$ cat config.mk
export PLATFORM = sky130hd
export DESIGN_NAME = rv32_mem_arbiter
export DESIGN_NICKNAME = d
export VERILOG_FILES = /design/src/rtl/rv32_mem_arbiter.sv
export SDC_FILE = /design/constraint.sdc
export NUM_CORES = 1
export LEC_CHECK = 0
export BUFFER_PORTS_ARGS = -buffer_cell sky130_fd_sc_hd__buf_2
export CAP_MARGIN = 20
export CORE_MARGIN = 3
export CORE_UTILIZATION = 48
export CTS_BUF_LIST = sky130_fd_sc_hd__clkbuf_2 sky130_fd_sc_hd__clkbuf_4 sky130_fd_sc_hd__clkbuf_8
export CTS_CLUSTER_DIAMETER = 80
export DETAILED_ROUTE_END_ITERATION = 6
export HOLD_SLACK_MARGIN = 0.06
export PLACE_DENSITY_LB_ADDON = 0.3
export SKIP_CTS_REPAIR_TIMING = 1
export SLEW_MARGIN = 20
export SYNTH_ARGS = -nofsm -noshare
export SYNTH_HDL_FRONTEND = slang
export SYNTH_SLANG_ARGS = --single-unit
$ cat constraint.sdc
create_clock -name clk_in -period 4.5 [get_ports clk_in]
set_input_delay 0 -clock clk_in [delete_from_list [all_inputs] [get_ports clk_in]]
set_output_delay 0 -clock clk_in [all_outputs]
set_load 0.02 [all_outputs]
$ cat src/rtl/rv32_mem_arbiter.sv
// Shares one AHB-lite master port between the rv32 fetch and data ports.
// Data has fixed priority, bounded by a streak limit so fetch is never starved.
module rv32_mem_arbiter #(
  parameter int ADDR_W       = 32,
  parameter int MAX_D_STREAK = 4,
  parameter int TIMEOUT      = 255
) (
  input  logic              clk_in,
  input  logic              rst_in,
  input  logic              i_req_in,
  input  logic [ADDR_W-1:0] i_addr_in,
  output logic [31:0]       i_rdata_out,
  output logic              i_ready_out,
  output logic              i_err_out,
  input  logic              d_req_in,
  input  logic              d_we_in,
  input  logic [ADDR_W-1:0] d_addr_in,
  input  logic [31:0]       d_wdata_in,
  input  logic [3:0]        d_mask_in,
  output logic [31:0]       d_rdata_out,
  output logic              d_ready_out,
  output logic              d_err_out,
  output logic [ADDR_W-1:0] haddr_out,
  output logic [1:0]        htrans_out,
  output logic              hwrite_out,
  output logic [3:0]        hwstrb_out,
  output logic [31:0]       hwdata_out,
  input  logic [31:0]       hrdata_in,
  input  logic              hready_in,
  input  logic              hresp_in,
  output logic [1:0]        grant_out
);

  localparam int SW = (MAX_D_STREAK > 0) ? $clog2(MAX_D_STREAK + 1) : 1;
  localparam int TW = (TIMEOUT > 1) ? $clog2(TIMEOUT + 1) : 1;

  typedef enum logic [1:0] {
    ST_IDLE,
    ST_ADDR,
    ST_DATA,
    ST_RESP
  } state_t;

  state_t            r_state;
  state_t            w_nextState;
  logic              r_ownerData;
  logic [ADDR_W-1:0] r_haddr;
  logic              r_hwrite;
  logic [3:0]        r_hwstrb;
  logic [31:0]       r_wdata;
  logic [SW-1:0]     r_streak;
  logic [TW-1:0]     r_toCnt;
  logic [31:0]       r_rdata;
  logic              r_errFlag;
  logic              r_iReady;
  logic              r_dReady;
  logic              r_iErr;
  logic              r_dErr;

  logic w_anyReq;
  logic w_grantData;
  logic w_streakFull;
  logic w_timeoutHit;

  // Data wins unless fetch is waiting and data already used up its streak.
  assign w_anyReq     = i_req_in | d_req_in;
  assign w_streakFull = (r_streak == SW'(MAX_D_STREAK));
  assign w_grantData  = d_req_in && !(i_req_in && w_streakFull);
  assign w_timeoutHit = (TIMEOUT != 0) && !hready_in && (r_toCnt == TW'(TIMEOUT - 1));

  always_ff @(posedge clk_in or posedge rst_in) begin
    if (rst_in) begin
      r_state <= ST_IDLE;
    end else begin
      r_state <= w_nextState;
    end
  end

  always_comb begin
    w_nextState = r_state;
    case (r_state)
      ST_IDLE: begin
        if (w_anyReq) begin
          w_nextState = ST_ADDR;
        end
      end
      ST_ADDR: begin
        if (w_timeoutHit) begin
          w_nextState = ST_RESP;
        end else if (hready_in) begin
          w_nextState = ST_DATA;
        end
      end
      ST_DATA: begin
        if (w_timeoutHit || hready_in) begin
          w_nextState = ST_RESP;
        end
      end
      ST_RESP: begin
        w_nextState = ST_IDLE;
      end
      default: begin
        w_nextState = ST_IDLE;
      end
    endcase
  end

  always_comb begin
    htrans_out = 2'b00;
    grant_out  = 2'b00;
    hwdata_out = 32'h0;
    if (r_state == ST_ADDR) begin
      htrans_out = 2'b10;
    end
    if (r_state == ST_ADDR || r_state == ST_DATA) begin
      grant_out = r_ownerData ? 2'b10 : 2'b01;
    end
    if (r_state == ST_DATA && r_hwrite) begin
      hwdata_out = r_wdata;
    end
  end

  // Transfer datapath: latch winner payload, track stalls, register the response.
  always_ff @(posedge clk_in or posedge rst_in) begin
    if (rst_in) begin
      r_ownerData <= 1'b0;
      r_haddr     <= '0;
      r_hwrite    <= 1'b0;
      r_hwstrb    <= 4'b0000;
      r_wdata     <= 32'h0;
      r_streak    <= '0;
      r_toCnt     <= '0;
      r_rdata     <= 32'h0;
      r_errFlag   <= 1'b0;
      r_iReady    <= 1'b0;
      r_dReady    <= 1'b0;
      r_iErr      <= 1'b0;
      r_dErr      <= 1'b0;
    end else begin
      r_iReady <= 1'b0;
      r_dReady <= 1'b0;
      r_iErr   <= 1'b0;
      r_dErr   <= 1'b0;
      case (r_state)
        ST_IDLE: begin
          if (w_anyReq) begin
            r_ownerData <= w_grantData;
            r_toCnt     <= '0;
            r_errFlag   <= 1'b0;
            if (w_grantData) begin
              r_haddr  <= d_addr_in;
              r_hwrite <= d_we_in;
              r_hwstrb <= d_we_in ? d_mask_in : 4'b0000;
              r_wdata  <= d_wdata_in;
              r_streak <= w_streakFull ? r_streak : r_streak + 1'b1;
            end else begin
              r_haddr  <= i_addr_in;
              r_hwrite <= 1'b0;
              r_hwstrb <= 4'b0000;
              r_wdata  <= 32'h0;
              r_streak <= '0;
            end
          end
        end
        ST_ADDR, ST_DATA: begin
          if (w_timeoutHit) begin
            r_toCnt   <= '0;
            r_errFlag <= 1'b1;
            r_rdata   <= 32'h0;
          end else if (hready_in) begin
            r_toCnt <= '0;
            if (r_state == ST_DATA) begin
              r_rdata   <= (hresp_in || r_hwrite) ? 32'h0 : hrdata_in;
              r_errFlag <= hresp_in;
            end
          end else begin
            r_toCnt <= r_toCnt + 1'b1;
          end
        end
        ST_RESP: begin
          r_iReady <= !r_ownerData;
          r_dReady <= r_ownerData;
          r_iErr   <= !r_ownerData && r_errFlag;
          r_dErr   <= r_ownerData && r_errFlag;
        end
        default: begin
          r_toCnt <= '0;
        end
      endcase
    end
  end

  assign i_ready_out = r_iReady;
  assign d_ready_out = r_dReady;
  assign i_err_out   = r_iErr;
  assign d_err_out   = r_dErr;
  assign i_rdata_out = r_iReady ? r_rdata : 32'h0;
  assign d_rdata_out = r_dReady ? r_rdata : 32'h0;
  assign haddr_out   = r_haddr;
  assign hwrite_out  = r_hwrite;
  assign hwstrb_out  = r_hwstrb;

endmodule

After elaboration in Yosys (flattened, before gate mapping)

Index checks and enable logic that the tools add are counted.

Register bits after elaboration: 120
Latch bits: 0
Memory bits (writable): 0
Memory bits (read-only): 0
Output and inout port bits: 141
Logic and storage cells: 86
Memories kept: 0

Add/subtract/negate cells: 2
Multiply operators: 0
Divide/modulo/power cells: 0
Order comparisons: 0
Eq/ne operators: 11
Shifts and indexed selects: 0
Mux-type cells: 35
Bitwise operators: 1
Reduce and logical (&&, ||, !) cells: 23

Operator list:

| kind                                           | number |
|---|---|
| two-way mux 32 bit                             | 9 |
| two-way mux 8 bit                              | 3 |
| one-hot mux 8 bit (2 select lines)             | 1 |
| two-way mux 2 bit                              | 7 |
| two-way mux 1 bit                              | 9 |
| inequality test 3 bit (second input constant)  | 3 |
| AND reduction 3 bit                            | 3 |
| adder 8 x 1 -> 8 bit (second input constant)   | 1 |
| == test 8 bit (second input constant)          | 1 |
| two-way mux 4 bit                              | 2 |
| one-hot mux 2 bit (4 select lines)             | 1 |
| logical AND 1 bit                              | 6 |
| two-way mux 3 bit                              | 2 |
| inequality test 2 bit (second input constant)  | 3 |
| nonzero test 2 bit                             | 3 |
| == test 2 bit (second input constant)          | 2 |
| AND reduction 2 bit                            | 2 |
| AND reduction 4 bit                            | 1 |
| adder 3 x 1 -> 3 bit (second input constant)   | 1 |
| == test 3 bit (second input constant)          | 1 |
| logical NOT 1 bit                              | 3 |
| logical OR 1 bit                               | 3 |
| == test 2 x 1 -> 1 bit (second input constant) | 1 |
| logical NOT 2 bit                              | 1 |
| 3 further kinds                                | 3 |

Depth between registers and ports, before layout

Gate-level depths: netlist of the first run.

Depth after elaboration: 6
Gate-level depth with buffers: 8
Depth with buffers taken out: 6

Least setup slack after synthesis of the first run

Ideal clock, no wire load.

Path kind: register -> register
Start point: register r_state[0]
End point: register r_state[1]
Setup time: 0.125 ns
Data arrival time: 1.666 ns
Required time: 4.375 ns
Path slack: 2.709 ns
Cell stages (with the launch flop): 6
Path buffers: 0
Cell sequence: dfrtp_1 -> inv_1 -> ha_1 -> nor3b_1 -> a21oi_1 -> mux2_2

Longest elaborated chain between the ends: 3
Elaborated cells between the ends (all ways): 9
Those cells by class: eq/ne: 6; mux: 1; reduce/logical: 2

RTL lines:

| element                                                                                | line | RTL |
|---|---|---|
| start, declared                                                                        | 44   | `state_t r_state;` |
| start signal, assigned                                                                 | 75   | `r_state <= w_nextState;` |
| == test 2 x 1 -> 1 bit (tied with other cells)                                         | 81   | `case (r_state)` |
| inequality test 3 bit (no source line) / inequality test 2 bit (equally long branches) | --   |  |
| AND reduction 3 bit (no source line)                                                   | --   |  |

Several ways; a longest one is shown, not always the timed one.
A chain may end at the register's enable or synchronous reset.

Worst setup path in the final report of the first run

Start point: register r_state[0]
End point: register r_rdata[7]

Longest elaborated chain between the ends: 3
Elaborated cells between the ends (all ways): 5
Those cells by class: eq/ne: 2; reduce/logical: 3

RTL lines:

| element                                                                          | line     | RTL |
|---|---|---|
| == test 2 bit / == test 2 x 1 -> 1 bit (equally long branches)                   | 144, 172 |  |
| nonzero test 2 bit (no source line) / OR reduction 2 bit (equally long branches) | --       |  |
| AND reduction 3 bit (no source line) (*)                                         | --       |  |
| end signal, assigned                                                             | 173      | `r_rdata <= (hresp_in \|\| r_hwrite) ? 32'h0 : hrdata_in;` |
| end, declared                                                                    | 53       | `logic [31:0] r_rdata;` |

Every way passes the cells marked *; elsewhere a longest branch is shown, timed or not.

==> reports/qor.csv, run 1 <==
stage,metric,value,unit
run_status,outcome,finished clean,
critical_path,CP Capture Type,flop,
sta,period utilization,62.7,%
cells_and_area,sequential cell area,3000,sq um
floorplanning,Die Area,13600,sq um
sta,final hold vios,0,
placed_design,Port Buf Inserts,278,
critical_path,crit start category,flop,
placed_design,HPWL after DPL,11700,um
placed_design,placer's final routability congestion estimate,0.812,
global_route,vias in the first global route,4976,
run,Max-cap violations,0,
cells_and_area,multi-input combinational cell area,2650,sq um
critical_path,Critical Path AT,3.19,ns
drt,DRT Wirelength,21200,um
cells_and_area,FILL cells,666,
logic_synthesis,syn_nets,697,
logic_synthesis,Synth async-reset ratio,100,%
critical_path,"Max FO, Critical Path",34,
pwr,total power,5.20,mW
global_route,remaining global-route overflow,0,
cells_and_area,area grow syn2layout,57.1,%
floorplanning,row cnt,39,
logic_synthesis,top_reg_cell synth,dfrtp_1,
drt,first-pass detailed-route iteration total,5,
clock_network,Clock Pin Slew Worst Setup and Hold Paths,0.06,ns
sta,worst-margin pin slew,1.01,ns
sta,setup TNS,0,ns
drt,DR WL/cell,19.1,um
sta,Worst slew margin,32.7,%
critical_path,Worst EP required,4.87,ns
logic_synthesis,Synth area leader,dfrtp_1,
logic_synthesis,post-synthesis sequential area ratio,51.1,%
floorplanning,Die H,117,um
logic_synthesis,Post-synth top cells,"120 x dfrtp_1, 67 x and2_1, 41 x nand2_1, 37 x o21ai_0, 34 x and3_1",
floorplanning,Initial Utilization,50.2,%
critical_path,slack of the worst reg-to-reg path,1.68,ns
logic_synthesis,"EDFF count, synth",0,
logic_synthesis,#FFs+latches synth,120,
clock_network,Num CTS Buffers,17,
placed_design,Place WS,1.29,ns
sta,min Tclk post-route,2.82,ns
clock_network,clk buf depth,2,
global_route,first-pass GRT wire length,24800,um
global_route,pin count of the biggest net entering global routing,100,
cells_and_area,Finished Cell Area,9230,sq um
logic_synthesis,Syn Std Cell Area,5870,sq um
cells_and_area,nets,1099,
drt,drt initial violations,447,
drt,DRC Markers,0,
drt,"antenna viol nets, final",0,
logic_synthesis,Cell variety after synth,44,
pwr,Leakage Power,4.98,nW
pwr,Worst VDD drop,0.000356,V
logic_synthesis,synthesized area per cell,10.7,sq um
clock_network,Clock Latency Late Sink,0.44,ns
clock_network,TritonCTS sink count,120,
sta,setup ws final,1.68,ns
floorplanning,Core Footprint,11700,sq um
drt,Vias/cell,5.63,
sta,Peak Freq,0.355,GHz
worst_hold_path,class of the worst hold path,input pin to flop,
drt,Vias,6241,
logic_synthesis,Syn. warnings,0,
sta,final setup violation count,0,
sta,clock skew,0.0125,ns
clock_network,CTS H-tree lvls,4,
pwr,PD cells,563,nW/um^2
placed_design,cell area after placement,7290,sq um
floorplanning,Die Wd,117,um
sta,final slew viol count,0,
sta,unrepaired setup endpoints after global routing,no,
clock_network,TritonCTS clock tree,yes,
floorplanning,I/O pins,280,
logic_synthesis,top cell type's share of synthesized area,51.1,%
global_route,gr usage total,23.3,%
cells_and_area,layout cells sized above 1,36.2,%
global_route,initial antenna violation count,4,
logic_synthesis,most frequent cell after synthesis,dfrtp_1,
clock_network,CTS root buffer,clkbuf_8,
critical_path,critical path class,flop to flop,
logic_synthesis,synthesized instance count,549,
logic_synthesis,Area contributors post-synth,"dfrtp_1 51%, and2_1 7.1%, mux2i_1 5.5%, a22o_1 4.9%, a21boi_0 4.2%",
==> cells in the final DEF, fill, tap and decap left out, types with 2 or more instances in the layout <==
cell type | netlist | layout
o21ai_0 | 37 | 37
nor4b_1 | 2 | 2
a31o_1 | 9 | 9
xnor2_1 | 5 | 5
clkbuf_8 | 0 | 23
buf_2 | 8 | 278
ha_1 | 9 | 9
clkinvlp_4 | 0 | 2
and2_1 | 67 | 66
dlygate4sd3_1 | 0 | 144
and3_1 | 34 | 34
bufinv_16 | 0 | 4
buf_4 | 2 | 5
clkbuf_4 | 0 | 2
a22o_1 | 33 | 33
nand2_1 | 41 | 40
nor3b_1 | 2 | 2
mux2i_1 | 32 | 32
inv_1 | 8 | 7
nand3_1 | 7 | 7
dfrtp_1 | 120 | 120
diode_2 | 0 | 3
a21oi_1 | 5 | 5
a31o_2 | 23 | 23
a21boi_0 | 33 | 33
a32o_1 | 5 | 5
nor2b_1 | 2 | 2
nor3_1 | 4 | 3
nor2_1 | 9 | 9
==> area by class of cell <==
class	instances	area share [%]
well taps	143	1.94
diodes	3	0.0814
inverters	8	0.380
flip-flops and latches	120	32.5
multi-input cells	376	28.7
clock inverters	6	1.46
repair buffers	428	31.3
clock buffers	25	3.59
==> stage by stage <==
step	hold WS, ns	cells	utilization [%]
floorplan	0.140	549	-
global placement	0.224	930	62.3
detailed placement	0.235	930	62.3
CTS	-0.229	961	66.3
global route	0.0637	1109	78.8
finish	0.0449	1109	78.8
==> worst paths after layout <==
check,start,to,cells past startpoint
max in group asynchronous,rst_in,r_wdata[28],4
max,r_state[0],r_rdata[7],6
min reg2reg,haddr_out[3],haddr_out[3],2
min in group asynchronous,rst_in,haddr_out[16],3
max reg2reg,r_state[0],r_rdata[7],6
min,d_req_in,r_ownerData,3
==> flip-flops by register name (all words and copies together) (netlist names) <==
register	flops
r_rdata	32
r_toCnt	8
r_state	2
i_ready_out	1
r_wdata	32
hwstrb_out	4
haddr_out	32
hwrite_out	1
r_errFlag	1
d_err_out	1
d_ready_out	1
i_err_out	1
r_streak	3
r_ownerData	1
==> power by group <==
part | total, mW | internal (mW) | switching [mW]
logic | 2.18 | 0.886 | 1.29
clock network | 1.14 | 0.703 | 0.436
registers | 1.88 | 1.50 | 0.379
==> kinds of logic after synthesis <==
family,count (synthesis),synth area share [%]
buffers and inverters,53,4.09
AND/OR/NAND/NOR,172,16.4
other,1,0.0638
AO/OA/AOI/OAI,156,20.0
flip-flops,120,51.1
multiplexers,33,5.64
adder cells (fa/ha/maj),9,1.92
XOR/XNOR,5,0.745
==> worst max-delay path, stage by stage (launching register included) <==
cell and delay (ns):
dfrtp_1 0.42, inv_1 0.14, ha_1 0.84, nand2_1 0.24, o31ai_4 0.20, and2_2 0.64
a31o_2 0.26
==> per-layer routing <==
metal | wire length, um | GRT usage, % | vias to the layer above
met2 | 10500 | 38.4 | 384
li1 | - | - | 2763
met3 | 2010 | 7.82 | 83
met1 | 7790 | 28.3 | 3009
met5 | 10 | 0 | -
met4 | 936 | 9.25 | 2
Note: power is estimated with default switching activity, not from simulation.
==> run 2: changes to the inputs <==
--- a/config.mk
+++ b/config.mk
@@ -5,10 +5,11 @@
 export SDC_FILE = /design/constraint.sdc
 export NUM_CORES = 1
 export LEC_CHECK = 0
+export ABC_AREA = 1
 export BUFFER_PORTS_ARGS = -buffer_cell sky130_fd_sc_hd__buf_2
 export CAP_MARGIN = 20
 export CORE_MARGIN = 3
-export CORE_UTILIZATION = 48
+export CORE_UTILIZATION = 49
 export CTS_BUF_LIST = sky130_fd_sc_hd__clkbuf_2 sky130_fd_sc_hd__clkbuf_4 sky130_fd_sc_hd__clkbuf_8
 export CTS_CLUSTER_DIAMETER = 80
 export DETAILED_ROUTE_END_ITERATION = 6
==> constraint.sdc (replaced) <==
create_clock -name clk_in -period 2.65 [get_ports clk_in]
set_input_delay 0 -clock clk_in [delete_from_list [all_inputs] [get_ports clk_in]]
set_output_delay 0 -clock clk_in [all_outputs]
set_load 0.02 [all_outputs]
==> reports/qor.csv, run 2 <==
stage,metric,value,unit
cells_and_area,multi-input combinational cell area,2480,sq um
sta,Peak Freq,0.438,GHz
global_route,remaining global-route overflow,0,
sta,min Tclk post-route,2.28,ns
logic_synthesis,synthesized instance count,786,
placed_design,Port Buf Inserts,278,
logic_synthesis,Post-Synth Simple-Gate Area,24.3,%
logic_synthesis,synthesized area per cell,7.84,sq um
logic_synthesis,largest family of logic cells by synthesized area,simple AND/OR/NAND/NOR gates,
cells_and_area,layout cells sized above 1,32.2,%
critical_path,critical path class,flop to flop,
floorplanning,Die Area,14000,sq um
floorplanning,Initial Utilization,50.7,%
clock_network,TritonCTS sink count,120,
sta,clock skew,0.0144,ns
drt,Routed met3 length,2190,um
logic_synthesis,"EDFF count, synth",0,
clock_network,TritonCTS clock tree,yes,
drt,Vias,7160,
cells_and_area,FILL cells,768,
clock_network,Clock Pin Slew Worst Setup and Hold Paths,0.07,ns
logic_synthesis,Syn. warnings,0,
logic_synthesis,Synth Area in Compound Gates,13.7,%
pwr,Worst VDD drop,0.000626,V
pwr,PD cells,896,nW/um^2
logic_synthesis,Area contributors post-synth,"dfrtp_1 49%, nand2_1 11%, inv_1 7.4%, a21oi_1 5.4%, nor2_1 4.6%",
pwr,Leakage Power,5.41,nW
sta,final hold vios,0,
logic_synthesis,Post-Synth Adder-Cell Area,1.83,%
sta,Worst slew margin,30.8,%
clock_network,CTS root buffer,clkbuf_8,
cells_and_area,nets,1355,
drt,Vias/cell,5.17,
global_route,initial antenna violation count,1,
clock_network,CTS H-tree lvls,4,
critical_path,Critical Path AT,2.65,ns
pwr,total power,8.61,mW
floorplanning,row cnt,40,
sta,period utilization,86.2,%
sta,worst-margin pin slew,1.04,ns
drt,drt initial violations,603,
logic_synthesis,post-synthesis sequential area ratio,48.7,%
floorplanning,I/O pins,280,
global_route,gr usage total,24.5,%
cells_and_area,area grow syn2layout,55.8,%
global_route,pin count of the biggest net entering global routing,59,
logic_synthesis,Cell variety after synth,29,
placed_design,placer's final routability congestion estimate,0.837,
logic_synthesis,xor-xnor portion of the synthesized cell area,0.284,%
floorplanning,Core Footprint,12200,sq um
cells_and_area,most frequent cells in the layout,"278 x buf_2, 182 x nand2_1, 155 x dlygate4sd3_1",
logic_synthesis,syn_nets,934,
sta,final slew viol count,0,
logic_synthesis,Syn Std Cell Area,6160,sq um
logic_synthesis,mux contribution to synthesized area,0,%
drt,DR WL/cell,16.8,um
drt,DR top layer,met4,
critical_path,Worst EP required,3.01,ns
logic_synthesis,top_reg_cell synth,dfrtp_1,
clock_network,Clock Latency Late Sink,0.43,ns
sta,unrepaired setup endpoints after global routing,no,
drt,DRC Markers,0,
sta,setup TNS,0,ns
logic_synthesis,#FFs+latches synth,120,
floorplanning,Die H,118,um
drt,routed wl met2,11400,um
drt,first-pass detailed-route iteration total,7,
clock_network,clk buf depth,2,
logic_synthesis,most frequent cell after synthesis,nand2_1,
logic_synthesis,Post-synth top cells,"182 x nand2_1, 122 x inv_1, 120 x dfrtp_1, 75 x nor2_1, 67 x a21oi_1",
worst_hold_path,class of the worst hold path,input pin to flop,
drt,"antenna viol nets, final",0,
clock_network,Num CTS Buffers,17,
logic_synthesis,top cell type's share of synthesized area,48.7,%
drt,DRT Wirelength,23300,um
run_status,outcome,finished clean,
critical_path,crit start category,flop,
cells_and_area,"most common cell after layout, fill and taps aside",buf_2,
critical_path,CP Capture Type,flop,
drt,WL met1,8360,um
cells_and_area,sequential cell area,3000,sq um
floorplanning,Die Wd,118,um
critical_path,"Max FO, Critical Path",37,
logic_synthesis,Synth area leader,dfrtp_1,
global_route,vias in the first global route,5611,
sta,final setup violation count,0,
placed_design,HPWL after DPL,12600,um
global_route,first-pass GRT wire length,27800,um
logic_synthesis,Synth async-reset ratio,100,%
run,Max-cap violations,0,
==> run 2: cell types whose count changed after synthesis, moves of 30 or more <==
cell / before / now
nand2_1: 41 / 182
a21oi_1: 5 / 67
nor2_1: 9 / 75
nand2_2: 0 / 30
mux2i_1: 32 / 0
nand3_1: 7 / 44
and2_1: 67 / 0
inv_1: 8 / 122
a21boi_0: 33 / 0
and3_1: 34 / 0
o21ai_2: 0 / 32
a22o_1: 33 / 1
==> run 2: logic make-up after synthesis <==
group	Yosys count
buf+inv	166
xor+xnor	2
other cells	1
flops	120
simple gates	345
compound gates	143
fa+ha+maj	9
==> run 2: where the power goes <==
| part | total, mW | leakage, nW | switching, mW | internal, mW |
|---|---|---|---|---|
| Clock | 1.58 | 0.197 | 0.691 | 0.890 |
| Combinational | 3.92 | 3.70 | 2.59 | 1.33 |
| Sequential | 3.11 | 1.51 | 0.571 | 2.54 |
| Total | 8.61 | 5.41 | 3.85 | 4.75 |
==> run 2: worst paths after layout <==
check,cells after the start,end,startpoint,slack [ns]
max,8,hwstrb_out[2],r_state[1],0.37
min,4,r_toCnt[1],hready_in,0.06
max reg2reg,8,hwstrb_out[2],r_state[1],0.37
min reg2reg,2,r_errFlag,r_errFlag,0.48
max in group asynchronous,4,r_toCnt[1],rst_in,1.61
min in group asynchronous,3,r_rdata[2],rst_in,0.32
==> run 2: stage by stage <==
step	instance area, sq um	hold WS, ns	worst slack, ns	util (%)	std cells
floorplan	6170	0.121	1.05	-	786
global route	9600	0.106	0.194	79.0	1385
finish	9600	0.0610	0.367	79.0	1385
global placement	7680	0.207	0.704	63.1	1201
CTS	8050	-0.248	0.603	66.2	1229
detailed placement	7680	0.212	0.618	63.1	1201
==> run 2: final cells by class <==
class,instances,share of cell area (%)
multi-input cells,500,25.9
clock inverters,3,0.417
well taps,168,2.19
inverters,124,4.89
clock buffers,25,3.45
flip-flops and latches,120,31.3
diodes,1,0.0261
repair buffers,444,31.9
==> run 2: critical path, cell delays in order, from the launching register on <==
cell and delay [ns]:
dfrtp_1 0.41, inv_1 0.15, ha_1 0.25, inv_1 0.11
nor2_2 0.11, buf_4 0.35, nand3_1 0.15, dlygate4sd3_1 0.60
nand2_1 0.08
==> run 2: routing by layer <==
layer	global-route usage, %	vias to the layer above
li1	-	3255
met1	30.8	3298
met2	40.2	479
met3	7.46	128
met4	8.35	0
met5	0	-
==> run 3: changes to the inputs <==
--- a/config.mk
+++ b/config.mk
@@ -8,7 +8,7 @@
 export ABC_AREA = 1
 export BUFFER_PORTS_ARGS = -buffer_cell sky130_fd_sc_hd__buf_2
 export CAP_MARGIN = 20
-export CORE_MARGIN = 3
+export CORE_MARGIN = 2
 export CORE_UTILIZATION = 49
 export CTS_BUF_LIST = sky130_fd_sc_hd__clkbuf_2 sky130_fd_sc_hd__clkbuf_4 sky130_fd_sc_hd__clkbuf_8
 export CTS_CLUSTER_DIAMETER = 80
==> reports/qor.csv, run 3 (synthesis gave the netlist of run 2 again) <==
stage,metric,value,unit
sta,clock skew,0.0140,ns
critical_path,slack of the worst reg-to-reg path,0.25,ns
clock_network,clk buf depth,2,
critical_path,RR Startpoint,r_streak[0],
placed_design,Port Buf Inserts,278,
sta,period utilization,90.5,%
sta,Worst slew margin,33.6,%
sta,unrepaired setup endpoints after global routing,no,
global_route,remaining global-route overflow,0,
floorplanning,I/O pins,280,
cells_and_area,layout cells sized above 1,32.7,%
floorplanning,Initial Utilization,50.7,%
critical_path,Worst EP required,3.03,ns
drt,DRT Wirelength,22200,um
clock_network,CTS root buffer,clkbuf_8,
drt,Vias,7069,
sta,final setup violation count,0,
placed_design,placer's final routability congestion estimate,0.815,
clock_network,Clock Latency Late Sink,0.44,ns
clock_network,TritonCTS clock tree,yes,
sta,Peak Freq,0.417,GHz
floorplanning,row cnt,40,
pwr,Clk pwr share,19.0,%
worst_hold_path,Hold Crit Depth,5,
pwr,Worst VDD drop,0.000701,V
pwr,Psw,3.97,mW
pwr,Leakage Power,5.38,nW
cells_and_area,"most common cell after layout, fill and taps aside",buf_2,
placed_design,cell area after placement,7680,sq um
clock_network,Num CTS Buffers,17,
run,Max-cap violations,0,
sta,min Tclk post-route,2.40,ns
drt,DRC Markers,0,
cells_and_area,sequential cell area,3000,sq um
pwr,Seq pwr share,33.9,%
sta,final hold vios,0,
cells_and_area,area grow syn2layout,55.1,%
floorplanning,Core Footprint,12200,sq um
floorplanning,Die Area,13500,sq um
pwr,internal power,5.16,mW
pwr,PD cells,955,nW/um^2
sta,final slew viol count,0,
worst_hold_path,hold path start,d_req_in,
critical_path,critical path class,flop to flop,
cells_and_area,multi-input combinational cell area,2480,sq um
placed_design,HPWL after DPL,12100,um
pwr,Logic pwr share,47.1,%
drt,"antenna viol nets, final",0,
cells_and_area,most frequent cells in the layout,"278 x buf_2, 182 x nand2_1, 147 x dlygate4sd3_1",
drt,DR WL/cell,16.1,um
cells_and_area,nets,1348,
clock_network,CTS H-tree lvls,4,
global_route,gr usage total,24.8,%
run_status,outcome,finished clean,
pwr,Switching Share,43.5,%
global_route,pin count of the biggest net entering global routing,70,
cells_and_area,FILL cells,719,
critical_path,"Max FO, Critical Path",37,
drt,Vias/cell,5.12,
clock_network,Clock Pin Slew Worst Setup and Hold Paths,0.08,ns
global_route,initial antenna violation count,0,
cells_and_area,diodes inserted,0,
sta,setup TNS,0,ns
critical_path,crit path cell chain,inv_1 > ha_1 > nand3_1 > nand2_2 > buf_4 > nor2_2 > buf_4 > nand3_1 > dlygate4sd3_1 > nand2_1,
critical_path,critical path's largest stage delay,0.60,ns
floorplanning,Die H,116,um
floorplanning,Die Wd,116,um
critical_path,Crit-path slowest cell,dlygate4sd3_1,
critical_path,CP Capture Type,flop,
critical_path,r2r endpoint,hwstrb_out[1],
sta,worst-margin pin slew,0.995,ns
cells_and_area,Finished Cell Area,9560,sq um
global_route,first-pass GRT wire length,26100,um
global_route,vias in the first global route,5351,
clock_network,TritonCTS sink count,120,
critical_path,crit start category,flop,
critical_path,Worst Reg-to-Reg Cells,10,
drt,drt initial violations,735,
worst_hold_path,Hold Path End,r_state[0],
critical_path,Critical Path AT,2.77,ns
critical_path,top cell family by delay on the critical path,buffers and inverters,
drt,first-pass detailed-route iteration total,6,
worst_hold_path,class of the worst hold path,input pin to flop,
critical_path,WP buf/inv,4,
run 3: changes by cell type in the layout (fill, tap and decap cells not counted), moves of 2 or more:
cell | before | now
clkinv_2 | 2 | 5
clkinvlp_4 | 1 | 5
dlygate4sd3_1 | 155 | 147
bufinv_16 | 1 | 3
clkbuf_8 | 23 | 18
run 3: worst max path at each step:
stage                start            end  slack [ns]  cells after the start
2_1_floorplan   r_state[0]     r_toCnt[3]        1.05                      7
3_5_place_dp    r_toCnt[0]     r_rdata[4]        0.66                     10
4_1_cts         r_toCnt[0]     r_rdata[7]        0.63                     10
3_3_place_gp    r_toCnt[0]     r_rdata[9]        0.70                     10
5_1_grt        r_streak[0]  hwstrb_out[1]        0.13                     10
6_report       r_streak[0]  hwstrb_out[1]        0.25                     10
run 3: cell type report:
| cell class | instances | share of cell area (%) |
|---|---|---|
| tap | 168 | 2.20 |
| clock buffer | 19 | 2.67 |
| multi-input combinational | 500 | 25.9 |
| clock inverter | 13 | 1.61 |
| inverter | 124 | 4.91 |
| timing repair buffer | 437 | 31.3 |
| sequential | 120 | 31.4 |
run 3: routing by layer:
layer  part of all wire (%)  track usage [%]  wire [um]  up-vias
li1                       -                -          -     3251
met1                     38             32.9       8450     3237
met2                     49             40.4      10900      481
met3                    8.6             6.49       1900      100
met4                    4.2             7.14        924        0
met5                      0                0          0        -
run 3: through the flow:
stage                     util (%)  setup WS [ns]  hold slack (ns)  instances  power (mW)
after global routing          78.6          0.132           0.0634       1381        9.66
after detailed placement      63.1          0.658            0.142       1202        6.54
final                         78.6          0.252           0.0385       1381        9.13
after floorplan                  -           1.05            0.121        786        5.48
after global placement        63.1          0.699            0.134       1202        6.46
after CTS                     66.5          0.632           -0.325       1234        8.26
run 3: power groups by stage:
stage	registers (mW)	logic [mW]	clock network, mW
3_3_place_gp	3.03	3.43	0
2_1_floorplan	3.27	2.21	0
4_1_cts	3.03	3.50	1.73
6_report	3.09	4.30	1.73
5_1_grt	3.15	4.67	1.84
3_5_place_dp	3.04	3.50	0
run 3: worst min-delay path: stages:
cell and delay (ns):
buf_2 0.12, nor2_1 0.06, nand2_1 0.09, o211ai_1 0.10, nand2_1 0.06
